[src/rtl/delay_sequencer.sv]
// Initiator side of the 2 kHz timing-counter handshake.
// Runs the counter for N two-second periods, reporting done/abort/timeout.
module delay_sequencer #(
    parameter int PW        = 4,
    parameter int TO_CYCLES = 8
) (
    input  logic          clk_2K,
    input  logic          i_ResetN,
    input  logic          i_Start,
    input  logic [PW-1:0] i_Periods,
    input  logic          i_Abort,
    input  logic          i_TwoSec,
    input  logic          i_RstOK,
    output logic          o_ActCounter,
    output logic          o_RstCounter,
    output logic          o_Busy,
    output logic          o_Done,
    output logic          o_Error,
    output logic [PW-1:0] o_Remaining
);

    localparam int            TW      = $clog2(TO_CYCLES);
    localparam logic [TW-1:0] TO_LAST = TW'(TO_CYCLES - 1);

    typedef enum logic [2:0] {
        S_IDLE,
        S_CLEAR,
        S_WAIT_OK,
        S_RUN,
        S_DONE,
        S_ERR
    } state_e;

    state_e        state_q, state_d;
    logic [TW-1:0] timer_q, timer_d;
    logic [PW-1:0] rem_q, rem_d;
    logic          act_q, act_d;
    logic          rst_q, rst_d;
    logic          busy_q, busy_d;
    logic          done_q, done_d;
    logic          err_q, err_d;

    // Next state, timer and period count; abort overrides the active states.
    always_comb begin
        state_d = state_q;
        timer_d = timer_q;
        rem_d   = rem_q;
        case (state_q)
            S_IDLE: begin
                if (i_Start) begin
                    if (i_Periods != '0) begin
                        rem_d   = i_Periods;
                        state_d = S_CLEAR;
                    end else begin
                        rem_d   = '0;
                        state_d = S_DONE;
                    end
                end
            end
            S_CLEAR: begin
                timer_d = '0;
                state_d = S_WAIT_OK;
            end
            S_WAIT_OK: begin
                if (i_RstOK) begin
                    state_d = S_RUN;
                end else if (timer_q == TO_LAST) begin
                    state_d = S_ERR;
                end else begin
                    timer_d = timer_q + TW'(1);
                end
            end
            S_RUN: begin
                if (i_TwoSec) begin
                    rem_d   = rem_q - PW'(1);
                    state_d = (rem_q == PW'(1)) ? S_DONE : S_CLEAR;
                end
            end
            S_DONE: begin
                rem_d   = '0;
                state_d = S_IDLE;
            end
            S_ERR: begin
                state_d = S_IDLE;
            end
            default: begin
                state_d = S_IDLE;
            end
        endcase
        if (i_Abort && (state_q inside {S_CLEAR, S_WAIT_OK, S_RUN})) begin
            state_d = S_IDLE;
            rem_d   = '0;
        end
    end

    // Moore output decode from the upcoming state, so outputs can be registered.
    always_comb begin
        act_d  = (state_d == S_RUN);
        rst_d  = (state_d == S_CLEAR);
        busy_d = (state_d != S_IDLE);
        done_d = (state_d == S_DONE);
        err_d  = (state_d == S_ERR);
    end

    // State, timer, count and output registers with synchronous reset.
    always_ff @(posedge clk_2K) begin
        if (!i_ResetN) begin
            state_q <= S_IDLE;
            timer_q <= '0;
            rem_q   <= '0;
            act_q   <= 1'b0;
            rst_q   <= 1'b0;
            busy_q  <= 1'b0;
            done_q  <= 1'b0;
            err_q   <= 1'b0;
        end else begin
            state_q <= state_d;
            timer_q <= timer_d;
            rem_q   <= rem_d;
            act_q   <= act_d;
            rst_q   <= rst_d;
            busy_q  <= busy_d;
            done_q  <= done_d;
            err_q   <= err_d;
        end
    end

    assign o_ActCounter = act_q;
    assign o_RstCounter = rst_q;
    assign o_Busy       = busy_q;
    assign o_Done       = done_q;
    assign o_Error      = err_q;
    assign o_Remaining  = rem_q;

endmodule

[config.mk]
export PLATFORM = sky130hd
export DESIGN_NAME = delay_sequencer
export DESIGN_NICKNAME = d
export VERILOG_FILES = /design/src/rtl/delay_sequencer.sv
export SDC_FILE = /design/constraint.sdc
export NUM_CORES = 1
export LEC_CHECK = 0
export ABC_AREA = 0
export BUFFER_PORTS_ARGS = -buffer_cell sky130_fd_sc_hd__buf_2
export CORE_MARGIN = 2
export CORE_UTILIZATION = 51
export CTS_CLUSTER_DIAMETER = 200
export DETAILED_ROUTE_END_ITERATION = 8
export PLACE_DENSITY = 0.76
export SYNTH_ARGS = -nofsm -noshare
export SYNTH_HDL_FRONTEND = slang
export SYNTH_SLANG_ARGS = --single-unit
[constraint.sdc]
create_clock -name clk_2K -period 2.5 [get_ports clk_2K]
set_clock_uncertainty 0.2 [all_clocks]
set_input_delay 0.75 -clock clk_2K [delete_from_list [all_inputs] [get_ports clk_2K]]
set_output_delay 0.75 -clock clk_2K [all_outputs]
set_load 0.02 [all_outputs]
==> results.txt <==
- Syn nets: 105
* Post-synth top area share: between 30% and 40%
- CTS sink cnt: 15
- Initial core utilization: 54.5%
- Met1 layer wirelength in the final routing: between 800 and 900 um
- Worst Path Max Fanout: 5
* Total clock buffers created by CTS: 3
- Critical Path End Type: flip-flop
* Worst Path Class, Setup: flip-flop to flip-flop
- Startpoint kind of the worst setup timing path: flip-flop
* Count of antenna-violating nets left after detailed routing: 0
- Total of endpoints with negative setup slack in the final report: 0
- Of all cell types, the one taking the most synthesized area is sky130_fd_sc_hd__dfxtp_1.
- Clock-pin slew was measured on the worst setup and hold paths at roughly 0.090 ns.
- Detailed-route vias per instance: 5.79
* Portion of the post-synthesis area used by sequential elements: 36.6%
- Postcts setup bufs: 0
* Number of hold buffers added after CTS: 0
- The die is 44.1 um tall.
- Count of buffers inserted at the top-level ports: 18
* HP Class: flip-flop to flip-flop
- For the worst setup path, the data arrival time is 2.16 ns.
- The congestion estimate from routability-driven global placement came to 0.878.
- Multi-input gate area in the final layout: around 490 um^2
- Primary flip-flop cell chosen by synthesis mapping: sky130_fd_sc_hd__dfxtp_1
* Sequential cell area: 300 um^2
* Filler Cell Count: 145
- In this run the top signal layer used is met4.
* Number of nets in the layout: ~130
- Entering global routing, the biggest net connects 14 pins.
* RSZ-0062 raised after global routing: false
- In this run, the number of DRC markers left after iteration 0 of detailed routing was 8.
- Overall track demand over capacity in global routing: between 20% and 30%
- Wire length after detailed routing: between 1500 and 2000 um
* Share of synthesized flip-flops with an asynchronous set or reset: 0%
* Post-route worst setup slack: 0.326 ns
- After synthesis, the netlist uses 40 different library cells.
* Number of antenna violations at the first check in global routing: 0
* Peak VDD IR: 0.334 mV
- In the final layout, the share of cells above drive strength 1 is 25.2%.
- In this run the number of H-tree levels came out at 1.
- For this block, the via count after detailed routing is 735.
- TritonCTS built the clock tree.
* Synthesized instance count: 91
* Leakage Power: 0.000411 uW
- In the final timing run, aggregate negative setup slack is 0 ns.
- DP HPWL: 1360 um
* Max capacitance violation total: 0
- Peak Freq: roughly 460 MHz
* Worst-path cell chain: ha_1 > ha_1 > or4b_1 > a21oi_1 > mux2i_1 > nor2b_1
* Final Hold Fails: 0
- After synthesis the cells add up to 821 um^2.
- Areal power density over the cells: 604 nW/um^2
* DR WL met3: slightly below 80 um
- The slowest stage of the critical path belongs to the cell sky130_fd_sc_hd__or4b_1.
* Number of DRC violations after detailed routing: 0
- Warnings from Yosys: 0
- Most frequently used cell type in the post-synthesis netlist: sky130_fd_sc_hd__dfxtp_1
- Buffers and inverters on the worst path: 0
- Core area: 1510 um^2
- Timing analysis after detailed placement gives a worst setup slack of 0.0684 ns.
- The largest single stage delay on the critical path is about 0.50 ns.
- The cell family contributing the most delay on the critical path is simple AND/OR/NAND/NOR gates.
- Slew of the pin with the lowest slew margin: 0.367 ns
* Count of flip-flops with a built-in enable after synthesis: 0
* CTS root buffer: sky130_fd_sc_hd__clkbuf_4
* Mean area per synthesized cell: 9.02 um^2
- Die area: 1950 um^2
* Fin. max-slew vios: 0
- By count the netlist is led by 15 x sky130_fd_sc_hd__dfxtp_1, 10 x sky130_fd_sc_hd__nor2_1, 5 x sky130_fd_sc_hd__a21oi_1, 4 x sky130_fd_sc_hd__ha_1, 4 x sky130_fd_sc_hd__nand2b_1.
- Post-cts resize count: 0
- The first detailed-routing pass took 4 iterations.
- Top area cells in the synthesized netlist: sky130_fd_sc_hd__dfxtp_1 37%, sky130_fd_sc_hd__ha_1 6.1%, sky130_fd_sc_hd__nor2_1 4.6%, sky130_fd_sc_hd__a21oi_1 3.0%, sky130_fd_sc_hd__nand2b_1 3.0%
- Status: completed
- Among the stages of the critical path, the cell type that occurs most often is sky130_fd_sc_hd__ha_1.
- Period minus WS final: 2.17 ns
- Tcrit/Tclk final: 86.9%
* Max Buffers Root-to-Sink: 2
* Worst slew margin: 75.2%
- The routed design uses approximately 800 um of met2 wire.
- Data on the critical path is required at its endpoint by 2.48 ns.
* Average wire per standard cell: 13.6 um
* Antenna Diode Count: 0
* Final total power: between 500 and 600 uW
* Number of storage elements in the synthesis netlist: 15
- Horizontal die dimension: 44.1 um
- Overflow left after global routing: 0
- Worst-skew pair later-pin latency: 0.28 ns
* Row count: 14
* Vias in the first global route: roughly 700
- Area Growth Syn to Fin: 15.9%
- Wire length of the first global-routing pass: 2900 um
* I/O pin cnt: 19
[per-layer routing]
metal,GRT usage [%],vias to the layer above
met3,4.90,2
met2,31.2,12
met1,27.0,344
met4,9.70,0
li1,-,377
met5,0,-
[kinds of logic after synthesis]
family / share of synthesized area, %
muxes: 1.22
buffers and inverters: 3.20
and+or+nand+nor: 29.4
xor gates and xnor gates: 1.07
DFF: 36.6
AOI/OAI and AO/OA: 22.4
adders and majority gates: 6.10
[state kept, by name, summed over array words and instances (netlist names)]
register	count
o_Remaining	4
state_q	3
timer_q	3
o_ActCounter	1
o_Busy	1
o_Done	1
o_Error	1
o_RstCounter	1
[per-stage QoR]
step                hold WS (ns)  instance area, um^2  util (%)  instances
finish                     0.294                  951      63.1        127
global route               0.333                  951      63.1        127
CTS                        0.303                  951      63.1        127
detailed placement         0.287                  923      61.3        123
global placement           0.269                  923      61.3        123
floorplan                  0.258                  821         -         91
[worst reg2reg max path: stages, from the launching register on]
cell and delay [ns]:
sky130_fd_sc_hd__dfxtp_1 0.33, sky130_fd_sc_hd__ha_1 0.20, sky130_fd_sc_hd__ha_1 0.22, sky130_fd_sc_hd__or4b_1 0.50, sky130_fd_sc_hd__a21oi_1 0.33, sky130_fd_sc_hd__mux2i_1 0.23
sky130_fd_sc_hd__nor2b_1 0.05
[cell type report]
type	instances	area share, %
clock buffers	3	2.37
clock inverters	1	0.526
inverters	3	1.18
multi-input cells	70	52.0
flip-flops and latches	15	31.6
well taps	16	2.11
repair buffers	19	10.3
[path summary, 6_finish.rpt]
check,from,end,slack (ns),cells after the start
setup / recovery,timer_q[0]$_SDFFE_PN0P_,timer_q[0]$_SDFFE_PN0P_,0.33,6
hold / removal,timer_q[2]$_SDFFE_PN0P_,timer_q[2]$_SDFFE_PN0P_,0.29,2
setup reg to reg,timer_q[0]$_SDFFE_PN0P_,timer_q[0]$_SDFFE_PN0P_,0.33,6
hold reg to reg,timer_q[2]$_SDFFE_PN0P_,timer_q[2]$_SDFFE_PN0P_,0.29,2
[cell usage in the layout (no fill, tap or decap), drive strengths merged]
cell and n:
o211a 1, and3b 1, ha 4, nor2 10
clkbuf 3, nor3 3, xor2 1, nand2b 4
o21ai 4, nand3 3, a31oi 1, nor4bb 2
o2bb2ai 1, mux2i 1, a21boi 2, nand3b 1
and2 3, a2bb2oi 1, o311a 1, a221oi 1
nor3b 1, or3 2, nor2b 3, a21oi 6
buf 19, or4b 2, inv 3, a211oi 3
dfxtp 15, or3b 1, or2 1, clkinv 1
nor4 1, o2111ai 1, o22a 1, nand2 1
a22oi 2
[where the power goes]
part	switching [uW]	internal (uW)	leakage, uW	total, uW
Combinational	88.2	66.1	0.000270	154
Clock	79.6	59.4	0.0000177	139
Sequential	22.3	259	0.000122	281
Total	190	385	0.000411	575
Note: power is estimated with default switching activity, not from simulation.
